<file path="config.mk">
export PLATFORM = sky130hd
export DESIGN_NAME = freq_meter
export DESIGN_NICKNAME = d
export VERILOG_FILES = /design/src/rtl/freq_meter.sv
export SDC_FILE = /design/constraint.sdc
export NUM_CORES = 1
export LEC_CHECK = 0
export BUFFER_PORTS_ARGS = -buffer_cell sky130_fd_sc_hd__buf_2
export CAP_MARGIN = 15
export CORE_ASPECT_RATIO = 1.4
export CORE_MARGIN = 8
export CORE_UTILIZATION = 45
export DETAILED_ROUTE_END_ITERATION = 6
export PLACE_DENSITY = 0.68
export REMOVE_ABC_BUFFERS = 1
export SKIP_LAST_GASP = 1
export SLEW_MARGIN = 10
export SYNTH_ARGS = -nofsm -noshare
export SYNTH_HDL_FRONTEND = slang
export SYNTH_SLANG_ARGS = --single-unit
</file>
<file path="constraint.sdc">
create_clock -name clk -period 5.05 [get_ports clk]
set_input_delay 0.2525 -clock clk [delete_from_list [all_inputs] [get_ports clk]]
set_output_delay 0.2525 -clock clk [all_outputs]
set_load 0.005 [all_outputs]
</file>
<file path="src/rtl/freq_meter.sv">
// freq_meter: counts rising edges of an asynchronous input over back-to-back
// gate windows of N clk cycles and reports the count of each completed window.
//
// Optional feature, enabled by defining FREQ_METER_BCD_EN:
//   a sequential double-dabble converter that turns each new freq into
//   8-digit packed BCD (bcd / bcd_valid). Its FSM state is visible on
//   bcd_state (0 = IDLE, 1 = SHIFT, 2 = DONE).
//
// Handshake: freq_valid and bcd_valid are single-cycle strobes with no ready
// input. The matching data (freq/overflow, bcd) is registered and stays stable
// until the next strobe, so a consumer may sample it on the strobe or later.
module freq_meter #(
    parameter int N = 100_000_000,
    parameter int W = 32
) (
    input  logic         clk,
    input  logic         rst,
    input  logic         sig_in,
    output logic [W-1:0] freq,
    output logic         freq_valid,
    output logic         overflow
`ifdef FREQ_METER_BCD_EN
    ,
    output logic [31:0]  bcd,
    output logic         bcd_valid,
    output logic [1:0]   bcd_state
`endif
);

    localparam int           GW    = (N > 1) ? $clog2(N) : 1;
    localparam logic [GW-1:0] GLAST = GW'(N - 1);
    localparam logic [W-1:0]  EMAX  = {W{1'b1}};

    logic          s1, s2, s3;
    logic          rise;
    logic [GW-1:0] gcnt;
    logic          close;
    logic [W-1:0]  ecnt;
    logic          ecnt_full;
    logic          ovf_w;

    assign rise      = s2 & ~s3;
    assign close     = (gcnt == GLAST);
    assign ecnt_full = (ecnt == EMAX);

    // Two-flop synchronizer followed by a delay stage for edge detection.
    always_ff @(posedge clk) begin
        if (rst) begin
            s1 <= 1'b0;
            s2 <= 1'b0;
            s3 <= 1'b0;
        end else begin
            s1 <= sig_in;
            s2 <= s1;
            s3 <= s2;
        end
    end

    // Gate counter: 0..N-1, wrapping with no dead cycle between windows.
    always_ff @(posedge clk) begin
        if (rst) begin
            gcnt <= '0;
        end else if (close) begin
            gcnt <= '0;
        end else begin
            gcnt <= gcnt + 1'b1;
        end
    end

    // Edge counting with saturation; at window close the count (including a
    // rise in the close cycle itself) is published and the counter restarts.
    always_ff @(posedge clk) begin
        if (rst) begin
            ecnt       <= '0;
            ovf_w      <= 1'b0;
            freq       <= '0;
            overflow   <= 1'b0;
            freq_valid <= 1'b0;
        end else begin
            freq_valid <= close;
            if (close) begin
                freq     <= (rise && !ecnt_full) ? ecnt + 1'b1 : ecnt;
                overflow <= ovf_w | (rise & ecnt_full);
                ecnt     <= '0;
                ovf_w    <= 1'b0;
            end else if (rise) begin
                if (ecnt_full) begin
                    ovf_w <= 1'b1;
                end else begin
                    ecnt <= ecnt + 1'b1;
                end
            end
        end
    end

`ifdef FREQ_METER_BCD_EN
    typedef enum logic [1:0] {
        S_IDLE  = 2'd0,
        S_SHIFT = 2'd1,
        S_DONE  = 2'd2
    } bcd_st_t;

    // Comparison width large enough for both freq and the 8-digit ceiling.
    localparam int             CW      = (W > 27) ? W : 27;
    localparam logic [CW-1:0]  BCD_MAX = CW'(99_999_999);
    localparam int             BW      = $clog2(W + 1);
    localparam logic [BW-1:0]  BLAST   = BW'(W - 1);

    bcd_st_t       st;
    logic [W-1:0]  bin;
    logic [31:0]   work;
    logic [BW-1:0] bit_cnt;
    logic [CW-1:0] freq_ext;
    logic [W-1:0]  load_val;
    logic [31:0]   adj;
    logic [31:0]   work_next;

    assign freq_ext  = CW'(freq);
    // Values above 8 digits are clamped to the largest displayable number.
    assign load_val  = (freq_ext > BCD_MAX) ? W'(BCD_MAX) : freq;
    assign work_next = {adj[30:0], bin[W-1]};
    assign bcd_state = st;

    // Add-3 correction on every BCD digit that is 5 or more before the shift.
    always_comb begin
        adj = work;
        for (int i = 0; i < 8; i++) begin
            if (work[i*4 +: 4] >= 4'd5) begin
                adj[i*4 +: 4] = work[i*4 +: 4] + 4'd3;
            end
        end
    end

    // Double-dabble FSM: load on freq_valid, W shift cycles, then the
    // DONE cycle presents the freshly registered bcd with bcd_valid high.
    always_ff @(posedge clk) begin
        if (rst) begin
            st        <= S_IDLE;
            bin       <= '0;
            work      <= '0;
            bit_cnt   <= '0;
            bcd       <= '0;
            bcd_valid <= 1'b0;
        end else begin
            bcd_valid <= 1'b0;
            case (st)
                S_IDLE: begin
                    if (freq_valid) begin
                        bin     <= load_val;
                        work    <= '0;
                        bit_cnt <= '0;
                        st      <= S_SHIFT;
                    end
                end
                S_SHIFT: begin
                    work    <= work_next;
                    bin     <= bin << 1;
                    bit_cnt <= bit_cnt + 1'b1;
                    if (bit_cnt == BLAST) begin
                        bcd       <= work_next;
                        bcd_valid <= 1'b1;
                        st        <= S_DONE;
                    end
                end
                S_DONE: begin
                    st <= S_IDLE;
                end
                default: begin
                    st <= S_IDLE;
                end
            endcase
        end
    end
`endif

endmodule
</file>
==> results of run 1 <==
[flip-flops by register name (all words and copies together), names as in the netlist]
name,flops
freq_valid,1
overflow,1
ovf_w,1
s1,1
s2,1
ecnt,32
gcnt,27
s3,1
freq,32
[logic make-up (layout without fill, tap and decap cells)]
kind of cell	Yosys count	count (layout)	share of synthesized area [%]
AO/OA/AOI/OAI	101	101	14.8
XOR/XNOR	30	30	5.61
adder cells (fa/ha/maj)	2	2	0.534
buffers and inverters	40	59	5.29
flip-flops	97	97	41.5
multiplexers	1	1	0.214
AND/OR/NAND/NOR	268	268	32.1
[worst max-delay path: cells and delay by family (launching register included)]
| kind | cells | cell delay, ns |
|---|---|---|
| AO/OA/AOI/OAI | 1 | 0.45 |
| adder cells (fa/ha/maj) | 1 | 0.25 |
| buffers and inverters | 1 | 0.74 |
| flip-flops | 1 | 0.34 |
| AND/OR/NAND/NOR | 4 | 1.20 |
[per-layer routing]
metal | global-route usage, % | wire length [um] | vias up
li1 | - | - | 2031
met1 | 17.6 | 4370 | 1950
met5 | 0 | 0 | -
met3 | 3.00 | 464 | 15
met4 | 5.32 | 169 | 0
met2 | 29.6 | 5690 | 96
[path summary, 6_finish.rpt]
path	start	to	cells past startpoint
setup / recovery	gcnt[0]$_SDFF_PP0_	freq[2]$_SDFFE_PP0P_	7
hold reg to reg	s1$_SDFF_PP0_	s2$_SDFF_PP0_	1
setup reg to reg	gcnt[0]$_SDFF_PP0_	freq[2]$_SDFFE_PP0P_	7
hold / removal	sig_in	s1$_SDFF_PP0_	2
[cell type report]
cell class | instances | area [um2]
clock inverters | 6 | 82.6
multi-input cells | 402 | 2510
repair buffers | 39 | 203
well taps | 138 | 173
fillers | 1013 | 5090
inverters | 4 | 15.0
flip-flops and latches | 97 | 1940
clock buffers | 10 | 229
[metrics by stage]
step           area [um2]  power, W  setup WS, ns
3_3_place_gp         4840  0.000813          2.02
2_1_floorplan        4450  0.000803         0.469
4_1_cts              5150   0.00152          1.91
3_5_place_dp         4840  0.000814          1.93
5_1_grt              5150   0.00156          1.62
6_report             5150   0.00151          1.93
[Yosys cell counts, types with 2 or more instances]
cell / instances
dfxtp_1: 97
nand2_1: 53
nor2_1: 44
nand3_1: 43
nand4_1: 28
o211ai_1: 25
or4_1: 24
o21ai_0: 23
xor2_1: 23
a21oi_1: 19
or3_1: 17
clkbuf_1: 14
and3_1: 10
nor3_1: 10
buf_2: 7
o31ai_1: 7
xnor2_1: 7
a21oi_2: 5
and4_1: 5
buf_4: 5
nor2b_1: 5
nor4_1: 5
a31oi_1: 4
buf_6: 4
inv_1: 4
o21ai_2: 4
and2_1: 3
and3_2: 3
a32oi_1: 2
clkbuf_2: 2
ha_1: 2
nor4_4: 2
nor4b_1: 2
o311ai_0: 2
or3_2: 2
[power by group]
part	total, W	switching [W]	internal, W
Sequential	0.000772	0.00000375	0.000768
Clock	0.000710	0.000279	0.000431
Combinational	0.0000243	0.0000184	0.00000597
==> impl_metrics.ini, run 1 <==
[critical_path]
start_kind = flop
crit_fanout = 32
r2r_slack_ns = 1.93
crit_path_cell_trace = ha_1, and4_1, nand4_1, or2_1, inv_1, a32oi_1, nand3_1
end_kind = flop
crit_type = reg2reg
crit_slowest_cell = or2_1
worstPathArrival_ns = 3.33
max_stage_delay_ns = 0.76
cp.required_ns = 5.25

[pwr]
p_leak_nw = 1.84
peakVddDrop_uv = 179
power_density_nw_per_um2 = 293

[cells_and_area]
instances_no_fill = 696
layout-drive-gt1-share_pct = 14.3
final_cell_mix = dfxtp_1, nand2_1, nor2_1, nand3_1, buf_2
nets = 558
final_common_cell = dfxtp_1
n_antenna_cell = 0
post-route-util_pct = 50.3
synthToLayoutAreaGrowth_pct = 9.99

[detailed_routing]
vias_per_cell = 5.88
final_antenna_net_count = 0
first_pass_iters = 5
vias = 4092
drtIter0Drc = 244
routed_wl_um = 10700
wl_per_cell_um = 15.4
drc = 0

[placement]
hpwlAfterDp_um = 7520
portBuffers = 36
dp_cells = 680
globalplace.congestion = 0.829

[worst_hold_path]
min_path_type = in2reg

[yosys]
syn-cell-area_um2 = 4680
synth_top_area_share_pct = 41.5
yosysTopAreaCell = dfxtp_1
synthArstFlopShare_pct = 0
synthCells = 539
synthDistinctLibCells = 62
ys.warnings.count = 0
synth_edf_count = 0
yosysSeqAreaShare_pct = 41.5
syn_avg_cell_area_um2 = 8.69
ys_ff_latch = 97
ys_top_cells_by_area = dfxtp_1, nand3_1, xor2_1
synth-main-ff-cell = dfxtp_1

[global_routing]
grt_first_pass_wirelength_um = 18300
grt_pass1_vias = 3922
track_usage_pct = 16.0
grt_max_degree = 54
grt.overflow.total = 0
antenna_found_initial = 0

[timing]
whs_ns = 0.130
fin_worst_skew_ns = 0.00909
fin_crit_sh_pct = 61.8
setup_viol = 0
tightest_slew_ns = 1.03
rsz0062_at_grt = false
hold_viol_final = 0
max_freq_mhz = 320
tns_ns = 0
fin_crit_ns = 3.12
relSlewSlack_pct = 30.6
drv_slew = 0

[run]
cap_violations = 0

[floorplanning]
row_count = 44
core_um2 = 10200
die_h_um = 137
die-width_um = 102
io_pins = 37
start_util_pct = 45.7
die_area_um2 = 14000

[cts]
clock-sinks = 97
cts_setup_buffers = 0
clk_latency_ns = 0.33
cts_hold_buffers = 0
clk_pin_slew_ns = 0.07
cts_tree = built
cts_resized = 0
cts_root_buffer = clkbuf_16
numCtsBuffers = 9
clockBufferDepth = 2
htree_levels = 3

[status]
outcome = completed
(Power assumes the default switching activity.)
==> run 2, diff against run 1 <==
==> constraint.sdc (replaced) <==
create_clock -name clk -period 2.99 [get_ports clk]
set_input_delay 0.1495 -clock clk [delete_from_list [all_inputs] [get_ports clk]]
set_output_delay 0.1495 -clock clk [all_outputs]
set_load 0.005 [all_outputs]
==> run 2 against run 1 <==
  * Critical path depth did not move
  * Final cell count rose by 1.3%
  * Clock-buffer cell count is 1 higher
  * Clock skew is 0.0017 ns lower
  * Register-to-register slack got worse by 1.4 ns
  * Largest power group unchanged
  * Clock power rose by 59%
  * Global-route usage up 0.13 points
  * Worst hold slack worse by 0.12 ns
  * Flip-flop and latch count unchanged
==> impl_metrics.ini, run 2 (same netlist as run 1, synthesis figures left out) <==
[pwr]
total_power_w = 0.00247
p_leak_nw = 1.87
peakVddDrop_uv = 313
power_density_nw_per_um2 = 475

[cells_and_area]
n_antenna_cell = 0
layout-drive-gt1-share_pct = 15.5
synthToLayoutAreaGrowth_pct = 11.2
final_cell_mix = dfxtp_1, nand2_1, nor2_1, nand3_1, buf_2
instances_no_fill = 705
top_regs = ecnt x32, freq x32, gcnt x27
final_common_cell = dfxtp_1
nets = 567

[critical_path]
cp.required_ns = 3.28
end_kind = flop
crit_type = reg2reg
crit_fanout = 15
r2r_slack_ns = 0.53
worstPathArrival_ns = 2.75
start_kind = flop

[cts]
clk_latency_ns = 0.35
clockBufferDepth = 2
cts_root_buffer = clkbuf_16
cts_tree = built
cts_resized = 0
htree_levels = 3
cts_hold_buffers = 0
numCtsBuffers = 9
clk_pin_slew_ns = 0.07
clock-sinks = 97
cts_setup_buffers = 0

[timing]
max_freq_mhz = 406
drv_slew = 0
fin_crit_ns = 2.46
hold_viol_final = 0
fin_crit_sh_pct = 82.3
setup_viol = 0
tightest_slew_ns = 0.904
fin_worst_skew_ns = 0.00741
whs_ns = 0.0107
rsz0062_at_grt = false
relSlewSlack_pct = 39.7

[placement]
dp_cells = 689
hpwlAfterDp_um = 7860
globalplace.congestion = 0.883
portBuffers = 36

[global_routing]
grt_first_pass_wirelength_um = 18100
antenna_found_initial = 0
grt_pass1_vias = 3823
grt.overflow.total = 0
track_usage_pct = 16.1
grt_max_degree = 54

[detailed_routing]
vias = 4113
routed_wl_um = 11000
first_pass_iters = 5
wl_per_cell_um = 15.6
drc = 0
final_antenna_net_count = 0
drtIter0Drc = 169
vias_per_cell = 5.83

[floorplanning]
die_area_um2 = 14000
die-width_um = 102
die_h_um = 137
start_util_pct = 45.7
row_count = 44
io_pins = 37
core_um2 = 10200

[worst_hold_path]
min_path_type = in2reg

[run]
cap_violations = 0

[status]
outcome = completed
## run 2: cell count changes in the layout (fill, tap and decap cells not counted), sizes merged
cell    previous run  this run
buf               39        48
clkbuf            10        11
bufinv             2         1
## run 2: final cells by class
type                    count  area [um2]
clock buffers              11         233
clock inverters             5        56.3
fillers                   998        5030
inverters                   4        15.0
multi-input cells         402        2510
flip-flops and latches     97        1940
well taps                 138         173
repair buffers             48         283
## run 2: worst max-delay path, stage by stage, from the launching register on
cell	delay [ns]
dfxtp_1	0.36
nor3_1	0.27
nand4_1	0.29
or2_1	0.50
inv_1	0.37
buf_4	0.29
o311ai_0	0.19
nand3_1	0.13
## run 2: per-layer routing
layer | track usage, % | vias up | wire [um]
li1 | - | 2051 | -
met1 | 17.4 | 1955 | 4510
met2 | 28.9 | 90 | 5720
met3 | 3.31 | 17 | 551
met4 | 8.03 | 0 | 197
met5 | 0 | - | 0
## run 2: worst paths after layout
path                            start                     to  cells past startpoint
setup / recovery  gcnt[11]$_SDFF_PP0_  freq[31]$_SDFFE_PP0P_                      7
hold / removal                 sig_in          s1$_SDFF_PP0_                      2
setup reg to reg  gcnt[11]$_SDFF_PP0_  freq[31]$_SDFFE_PP0P_                      7
hold reg to reg         s1$_SDFF_PP0_          s2$_SDFF_PP0_                      1
## run 2: through the flow
step	cell area [um2]	setup WS [ns]	util, %	TNS [ns]
finish	5210	0.529	50.9	0
global route	5210	0.332	50.9	0
CTS	5210	0.520	50.9	0
detailed placement	4920	0.524	48.0	0
global placement	4920	0.622	48.0	0
floorplan	4450	-1.59	-	-87.30
## run 2: power by group
part	internal [W]	total, W	switching, W
logic	0.0000115	0.0000429	0.0000314
registers	0.00130	0.00130	0.00000583
clock network	0.000647	0.00113	0.000481
